**src/rtl/string_char_streamer.sv**
```systemverilog
// Streams the characters of one string-ROM entry, leftmost first, over a valid/ready channel.
// Optional macro STRING_STREAM_TRIM_EN stops each string at its rightmost non-blank character.
module string_char_streamer #(
   parameter int unsigned STRING_NUM = 13,
   parameter int unsigned MAX_CHAR   = 11,
   parameter int unsigned CHAR_WIDTH = 5,
   parameter int unsigned SPACE_CODE = 31
) (
   input  logic                                 clk,
   input  logic                                 rst_n,
   input  logic                                 req_valid,
   input  logic [$clog2(STRING_NUM+1)-1:0]      req_idx,
   output logic                                 req_ready,
   output logic [$clog2(STRING_NUM+1)-1:0]      rom_addr,
   input  logic [CHAR_WIDTH*MAX_CHAR-1:0]       rom_data,
   output logic                                 ch_valid,
   input  logic                                 ch_ready,
   output logic [CHAR_WIDTH-1:0]                ch_code,
   output logic [$clog2(MAX_CHAR)-1:0]          ch_pos,
   output logic                                 ch_last,
   output logic                                 err_oob,
   output logic                                 busy
);

   localparam int unsigned IDX_W  = $clog2(STRING_NUM + 1);
   localparam int unsigned POS_W  = $clog2(MAX_CHAR);
   localparam int unsigned DATA_W = CHAR_WIDTH * MAX_CHAR;
   localparam logic [POS_W-1:0] LAST_POS = POS_W'(MAX_CHAR - 1);

   typedef enum logic [1:0] {
      IDLE  = 2'd0,
      FETCH = 2'd1,
      EMIT  = 2'd2
   } state_t;

   state_t              r_state;
   state_t              w_state_nxt;
   logic [DATA_W-1:0]   r_buf;
   logic [POS_W-1:0]    r_pos;
   logic [POS_W-1:0]    r_last_pos;
   logic [IDX_W-1:0]    r_rom_addr;
   logic                r_err_oob;
   logic [POS_W-1:0]    w_fetch_last;
   logic [DATA_W-1:0]   w_shift;
   logic                w_accept;
   logic                w_in_range;
   logic                w_hs;
   logic                w_last;

   assign w_accept   = req_valid && (r_state == IDLE);
   assign w_in_range = req_idx < IDX_W'(STRING_NUM);
   assign w_hs       = (r_state == EMIT) && ch_ready;
   assign w_last     = (r_pos == r_last_pos);

   // State register
   always_ff @(posedge clk) begin
      if (!rst_n) r_state <= IDLE;
      else        r_state <= w_state_nxt;
   end

   // Next-state logic
   always_comb begin
      w_state_nxt = r_state;
      unique case (r_state)
         IDLE:    if (w_accept && w_in_range) w_state_nxt = FETCH;
         FETCH:   w_state_nxt = EMIT;
         EMIT:    if (w_hs && w_last) w_state_nxt = IDLE;
         default: w_state_nxt = IDLE;
      endcase
   end

`ifdef STRING_STREAM_TRIM_EN
   // Rightmost non-blank position; an all-blank string collapses to position 0
   always_comb begin
      w_fetch_last = '0;
      for (int i = 0; i < int'(MAX_CHAR); i++) begin
         if (rom_data[DATA_W-1-i*CHAR_WIDTH -: CHAR_WIDTH] != CHAR_WIDTH'(SPACE_CODE))
            w_fetch_last = POS_W'(i);
      end
   end
`else
   assign w_fetch_last = LAST_POS;
`endif

   // Datapath: ROM address, character buffer, position and error pulse
   always_ff @(posedge clk) begin
      if (!rst_n) begin
         r_rom_addr <= '0;
         r_buf      <= '0;
         r_pos      <= '0;
         r_last_pos <= LAST_POS;
         r_err_oob  <= 1'b0;
      end else begin
         r_err_oob <= w_accept && !w_in_range;
         if (w_accept && w_in_range) r_rom_addr <= req_idx;
         if (r_state == FETCH) begin
            r_buf      <= rom_data;
            r_pos      <= '0;
            r_last_pos <= w_fetch_last;
         end else if (w_hs && !w_last) begin
            r_pos <= r_pos + POS_W'(1);
         end
      end
   end

   // Shift the selected character into the top slot of the buffer
   assign w_shift   = r_buf << (32'(r_pos) * CHAR_WIDTH);

   assign req_ready = (r_state == IDLE);
   assign busy      = (r_state != IDLE);
   assign ch_valid  = (r_state == EMIT);
   assign ch_code   = w_shift[DATA_W-1 -: CHAR_WIDTH];
   assign ch_pos    = r_pos;
   assign ch_last   = ch_valid && w_last;
   assign rom_addr  = r_rom_addr;
   assign err_oob   = r_err_oob;

endmodule

```
**config.mk**
```make
export PLATFORM = sky130hd
export DESIGN_NAME = string_char_streamer
export DESIGN_NICKNAME = d
export VERILOG_FILES = /design/src/rtl/string_char_streamer.sv
export SDC_FILE = /design/constraint.sdc
export NUM_CORES = 1
export LEC_CHECK = 0
export CORE_MARGIN = 4
export CORE_UTILIZATION = 45
export CTS_CLUSTER_DIAMETER = 50
export CTS_CLUSTER_SIZE = 28
export DETAILED_ROUTE_END_ITERATION = 7
export GPL_TIMING_DRIVEN = 1
export PLACE_DENSITY = 0.74
export SLEW_MARGIN = 20
export SYNTH_ARGS = -nofsm -noshare
export SYNTH_HDL_FRONTEND = slang
export SYNTH_SLANG_ARGS = --single-unit
```
**constraint.sdc**
```tcl
create_clock -name clk -period 3 [get_ports clk]
set_input_delay 0.6 -clock clk [delete_from_list [all_inputs] [get_ports clk]]
set_output_delay 0.6 -clock clk [all_outputs]
set_load 0.05 [all_outputs]
```
==> results.ini <==
[run_status]
status = complete, but fails checks
failed_checks = setup timing

[pwr]
switchingPower_uw = 648
vdd_ir_drop_max_mv = 0.213
power.density_nw_per_um2 = 356
power_frac_seq = 0.437
comb_power_share = 0.230
p_int_uw = 1570
clock_power_share = 0.334
p_sw_frac = 0.292
p_leak_uw = 0.00220

[timing]
hold_viol_final = 0
finalCritPeriodShare = 1.14
setup_viol = 5
setup_slack_ns = -0.428
min_period_ns = 3.43
relSlewSlack = 0.544
tightest_slew_ns = 0.682
setup-tns-final_ns = -1.94
whs_ns = 0.480
finalClockSkew_ns = 0.0101
rsz0062_at_grt = true
drv_slew = 0
max_freq_mhz = 292

[drt]
routed_wl_um = 12500
via_per_inst = 5.70
wl_per_cell_um = 18.0
first_pass_iters = 4
drc = 0
final_antenna_net_count = 0
first_iter_violations = 175
vias = 3968

[synth]
syn-instance-count = 469
ys_ff_latch = 66
ys_types = 54
ys_async_sr_fraction = 0
synth_area_um2 = 4740
synth_ff_type = dfxtp_1
yosys_warnings = 0
syn_avg_cell_area_um2 = 10.1
ys_seq_area_frac = 0.279
syn_nets = 540
synth_edf_count = 0

[clock_network]
clk_pin_slew_ns = 0.08
cts_tree = yes
root_buffer = clkbuf_8
insertion_delay_ns = 0.35
clockBufferDepth = 2
ctsHtreeMaxLevel = 3
cts_sinks = 66
cts_hold_buf = 0
numCtsBuffers = 9

[final_layout]
fin_area_um2 = 6220
diodes = 0
final_nets = 626
syn_to_final_growth_pct = 31.2
layout.cells.non_filler = 696
drive_gt1_frac = 0.218

[worst_hold_path]
whs_endpoint = r_buf[53]$_SDFFE_PN0P_
hold_class = register to register
holdPathStages = 2
hold_start = r_buf[53]$_SDFFE_PN0P_

[setup_path]
worstPathCellList = ha_4 -> ha_4 -> fa_2 -> buf_12 -> buf_12 -> mux2i_1 -> mux2_4 -> o2bb2ai_4 -> a211oi_4 -> buf_12
max_stage_delay_ns = 0.56
worstSetupPathType = register to output port
cpMostUsedCell = buf_12
critPathTopFamily = adder cells
crit_slowest_cell = fa_2
critical_path_buf_inv_count = 3
cp_num_cells = 10
regToRegEndpoint = ch_pos[3]$_SDFFE_PP0P_
worstSetupEndpointType = output port
cp_max_fo = 5
required_ns = 2.40
crit_arrival_ns = 2.83
r2r_cells = 8
start_kind = register
rrSetupSlack_ns = 0.90
r2r_start = ch_pos[0]$_SDFFE_PP0P_

[placed_design]
dp_hpwl_um = 9170
placed_area_um2 = 5890
place_congestion = 0.915
numPlacedInstances = 675
io_buffers = 80

[die]
core_um2 = 10300
die-area_um2 = 12200
pin_count = 81
num_rows = 37
floorplan.initialDensity = 0.461
fp.dieH_um = 111
die_width_um = 111

[grt]
overflow = 0
antenna_found_initial = 0
grt_usage = 0.205
grt_pass1_vias = 3972
grt_max_degree = 46
grt_pass1_wl_um = 20400

[run]
drv_cap = 0

## cell type report
cell class                 instances  area (um2)
clock buffer                       9         124
clock inverter                     7        70.1
fill                             894        4060
inverter                           6        22.5
multi-input combinational        357        3310
sequential                        66        1340
tap                              136         170
timing repair buffer             115        1190
## power groups by stage
| stage | Clock, uW | Sequential, uW | Combinational (uW) |
|---|---|---|---|
| after detailed placement | 0 | 986 | 503 |
| after global placement | 0 | 981 | 495 |
| after floorplan | 0 | 987 | 298 |
| after global routing | 798 | 973 | 547 |
| final | 739 | 967 | 509 |
| after CTS | 763 | 966 | 511 |
## Yosys cell counts, types with 4 or more instances
cell type  count  area, um2
inv_1          4       15.0
buf_2          4       20.0
dfxtp_1       66       1320
clkbuf_1      22       82.6
a211oi_1       5       37.5
buf_6          5       56.3
o21ai_0        4       20.0
nor2_1        10       37.5
nand3_1        5       25.0
mux2i_1       29        290
mux2_2         4       45.0
ha_1           7       87.6
a21boi_0      56        420
nor2b_1        7       43.8
mux4_1        20        526
nand2_1      128        480
mux4_2        32        721
a21oi_1        5       25.0
and3_1         4       25.0
## sequential cells by signal, indices dropped and copies added (netlist names)
signal / count
err_oob: 1
r_state: 2
r_buf: 55
ch_pos: 4
rom_addr: 4
## worst register-to-register path, cell delays in order, from the launching register on
cell      delay [ns]
dfxtp_4         0.35
buf_6           0.39
inv_1           0.29
ha_1            0.28
nand3b_1        0.11
and3_1          0.25
nand4_1         0.13
xor2_1          0.16
nor2_1          0.04
## per-layer routing
metal | global-route usage | wire length (um) | up-vias
met3 | 0.0400 | 522 | 18
met2 | 0.330 | 6050 | 95
met4 | 0.0681 | 269 | 0
met5 | 0 | 0 | -
met1 | 0.277 | 5680 | 1949
li1 | - | - | 1906
## cell usage in the layout (no fill, tap or decap), types with 2 or more instances in the layout
cell type / n
clkbuf_8: 9
xnor2_1: 2
a21oi_1: 3
ha_4: 2
inv_1: 4
mux2i_1: 29
buf_12: 9
ha_1: 5
a211oi_4: 2
o22ai_2: 2
dfxtp_4: 4
mux4_1: 20
a21boi_0: 56
nor3_1: 2
clkinv_2: 3
a211oi_1: 2
nor2b_1: 6
o21ai_1: 4
clkinv_4: 2
nand3_1: 4
dfxtp_1: 62
buf_4: 28
o211ai_1: 2
xor2_1: 3
mux4_2: 32
o2111a_1: 2
nand2b_1: 2
and3_1: 4
o221a_2: 2
nand2_1: 128
mux2_2: 3
buf_6: 3
clkdlybuf4s50_1: 74
nor2_1: 10
## cells by family after synthesis
group / Yosys count / share of synthesized area
DFF: 66 / 0.279
adders and majority gates: 8 / 0.0227
muxes: 85 / 0.334
AOI/OAI and AO/OA: 91 / 0.145
xor gates and xnor gates: 6 / 0.0111
and+or+nand+nor: 167 / 0.147
buffers and inverters: 46 / 0.0610
## how the worst max path moves through the flow
stage                                start         end  slack, ns
finish              ch_pos[1]$_SDFFE_PP0P_  ch_code[0]      -0.43
global placement    ch_pos[3]$_SDFFE_PP0P_  ch_code[1]      -0.16
global route        ch_pos[1]$_SDFFE_PP0P_  ch_code[1]      -0.49
CTS                 ch_pos[1]$_SDFFE_PP0P_  ch_code[1]      -0.44
detailed placement  ch_pos[3]$_SDFFE_PP0P_  ch_code[1]      -0.18
floorplan           ch_pos[1]$_SDFFE_PP0P_  ch_code[4]      -0.33
## stage by stage
| stage | setup WS, ns | power [uW] | utilization |
|---|---|---|---|
| floorplan | -0.327 | 1290 | - |
| global placement | -0.160 | 1480 | 0.573 |
| detailed placement | -0.177 | 1490 | 0.573 |
| CTS | -0.435 | 2240 | 0.603 |
| global route | -0.493 | 2320 | 0.605 |
| finish | -0.428 | 2220 | 0.605 |
## repair_timing
item | in CTS | in global routing
resized for setup | 10 | 6
pin swaps | 6 | 1
setup buffers | 5 | 0
endpoints found under the setup margin | 5 | 5
No activity file was read; power rests on OpenSTA's default activity.
==> RTL edit: new RTL, same settings <==
The 3 states of `state_t` get a one-hot encoding in 3 bits.
--- a/src/rtl/string_char_streamer.sv
+++ b/src/rtl/string_char_streamer.sv
@@ -28,8 +28,8 @@
    localparam logic [POS_W-1:0] LAST_POS = POS_W'(MAX_CHAR - 1);
 
-   typedef enum logic [1:0] {
-      IDLE  = 2'd0,
-      FETCH = 2'd1,
-      EMIT  = 2'd2
+   typedef enum logic [2:0] {
+      IDLE  = 3'b001,
+      FETCH = 3'b010,
+      EMIT  = 3'b100
    } state_t;
 
Formal check against the unedited RTL: no difference found for any inputs over 10 cycles, from zero or initial values and one cycle with rst_n low; not proved beyond that.
==> RTL edit against the unedited design <==
- the run still ends with negative setup slack left
- synthesized area up 0.29%
- critical path depth unchanged
- cell area up 0.91%
- core utilization up 0.27 points
- highest routed layer unchanged
- routed wire length down 3.9%
- count of clock-buffer cells in the layout up 4
- via count up 2.8%
- die area up 0.26%
- largest cell class unchanged
- sequential cell count up 1
- setup slack better by 0.049 ns
Power is not compared: it rests on default switching activity, and its combinational part moved more than twofold at a synthesized area within 25%.
==> RTL edit: results (changes against the unedited design) <==
Max reg flops -> 55 (unchanged)
CTS clk-pin slew, worst paths -> 0.07 ns
Status -> finished, violations left (unchanged)
Pin count of the biggest net entering global routing -> 58 (was 46)
CP arrival -> 2.78 ns (was 2.83 ns)
Estimated wirelength of the detail-placed design -> 8.727 mm (was 9.170 mm)
Fin nets -> 652 (was 626)
Yosys cell types -> 58 (was 54)
Worst setup margin -> -0.3787 ns (was -0.4276 ns)
GR Util All Layers -> 19.60% (was 20.48%)
Violated checks -> negative setup slack (unchanged)
CTS max path bufs -> 2 (unchanged)
Placed Area -> 5886 um2 (was 5891 um2)
First-pass iteration count of the detailed router -> 5 (was 4)
Most frequent cells after synthesis -> 129 x nand2_1, 67 x dfxtp_1, 55 x a21boi_0, 46 x mux2i_1, 39 x mux4_2 (was 128 x nand2_1, 66 x dfxtp_1, 56 x a21boi_0, 32 x mux4_2, 29 x mux2i_1)
Synth area leaders -> dfxtp_1 28%, mux4_2 18%, nand2_1 10% (was dfxtp_1 28%, mux4_2 15%, mux4_1 11%)
Mean post-synth cell area -> 9.581 um2 (was 10.10 um2)
WL/cell -> 16.67 um (was 17.99 um)
Inserted Clock Buffers -> 9 (unchanged)
Largest Register -> r_buf (unchanged)
Max_slew headroom -> 35.60% (was 54.41%)
Placed cell count -> 700 (was 675)
# port buffers -> 80 (unchanged)
Final cell count without fillers -> 722 (was 696)
Synth Flop Type -> dfxtp_1 (unchanged)
M1 WL -> 5.603 mm (was 5.679 mm)
Initial antenna violation count -> 0 (unchanged)
Setup Skew -> 0.006689 ns (was 0.01008 ns)
Ys Warns -> 0 (unchanged)
Share of layout cells above drive strength 1 -> 23.55% (was 21.79%)
Clk root buf -> clkbuf_8 (unchanged)
Hold Path Class -> flop to flop (unchanged)
Setup violations, final -> 5 (unchanged)
Sequential area share after synthesis -> 28.23% (was 27.88%)
Placer Congestion -> 0.9174 (was 0.9151)
Global-route wire length before repair -> 20.00 mm (was 20.41 mm)
Via density per instance -> 5.652 (was 5.701)
Vias in the first global route -> 3939 (was 3972)
Syn nets -> 567 (was 540)
Max H-tree Level -> 3 (unchanged)
Highest metal used -> met4 (unchanged)
DRT iter0 DRCs -> 293 (was 175)
VDD IR-drop max -> 0.2161 mV
Final antenna diode count -> 0 (unchanged)
Synth async-reset ratio -> 0% (unchanged)
Metal2 WL -> 5.539 mm (was 6.048 mm)
Clock Latency Late Sink -> 0.35 ns (about the same)
Post-Place Setup Slack -> -0.04512 ns (was -0.1769 ns)
Worst Path Max Fanout -> 7 (was 5)
CP Capture Type -> output pin (unchanged)
Pleak -> 2.020 nW
DR WL met3 -> 751 um (was 522 um)
==> RTL edit: kinds of logic after synthesis <==
kind of cell	count (synthesis)	synth area share [%]
fa+ha+maj	8	2.264
simple gates	183	16.59
buf+inv	46	5.766
flops	67	28.23
mux	91	31.17
compound gates	97	15.25
xor+xnor	4	0.7374
==> RTL edit: where the power goes <==
part,switching [mW],internal (mW)
clock network,0.341,0.369
logic,0.0932,0.128
registers,0.0168,0.903
total,0.451,1.40
==> RTL edit: what timing repair did <==
item,CTS,global route
resized for setup,17,18
buffers inserted,4,3
pin swaps,13,8
setup endpoints to repair,5,5
==> RTL edit: final timing paths <==
path | from | end | slack (ns) | cells past startpoint
hold reg to reg | r_buf[54] | r_buf[54] | 0.49 | 2
hold / removal | r_buf[54] | r_buf[54] | 0.49 | 2
setup reg to reg | ch_pos[0] | ch_pos[3] | 0.77 | 9
setup / recovery | ch_pos[1] | ch_code[4] | -0.38 | 10
==> RTL edit: layout make-up <==
type	count	area, um2
Clock inverter	3	20.02
Clock buffer	13	168.9
Timing Repair Buffer	115	1170
Multi-Input combinational cell	383	3373
Fill cell	869	4049
Sequential cell	67	1354
Tap cell	136	170.2
Inverter	5	18.77
==> RTL edit: per-stage QoR <==
stage / setup TNS (ns) / total power, mW
6_report: -1.711 / 1.851
5_1_grt: -2.105 / 1.925
4_1_cts: -1.610 / 1.867
3_5_place_dp: -0.1078 / 1.160
3_3_place_gp: -0.09618 / 1.157
2_1_floorplan: -0.2263 / 1.040
==> RTL edit: critical path, stage by stage, from the launching register on <==
cell and delay (ns):
dfxtp_4 0.36, ha_4 0.24, ha_4 0.16, fa_2 0.65
buf_6 0.16, buf_6 0.10, buf_6 0.08, mux4_2 0.31
o21bai_4 0.15, a211oi_4 0.06, buf_6 0.17
==> RTL edit: metal layers <==
metal	track usage, %	up-vias
li1	-	1975
met3	4.148	13
met4	5.008	0
met1	28.04	1964
met2	30.26	129
met5	0	-
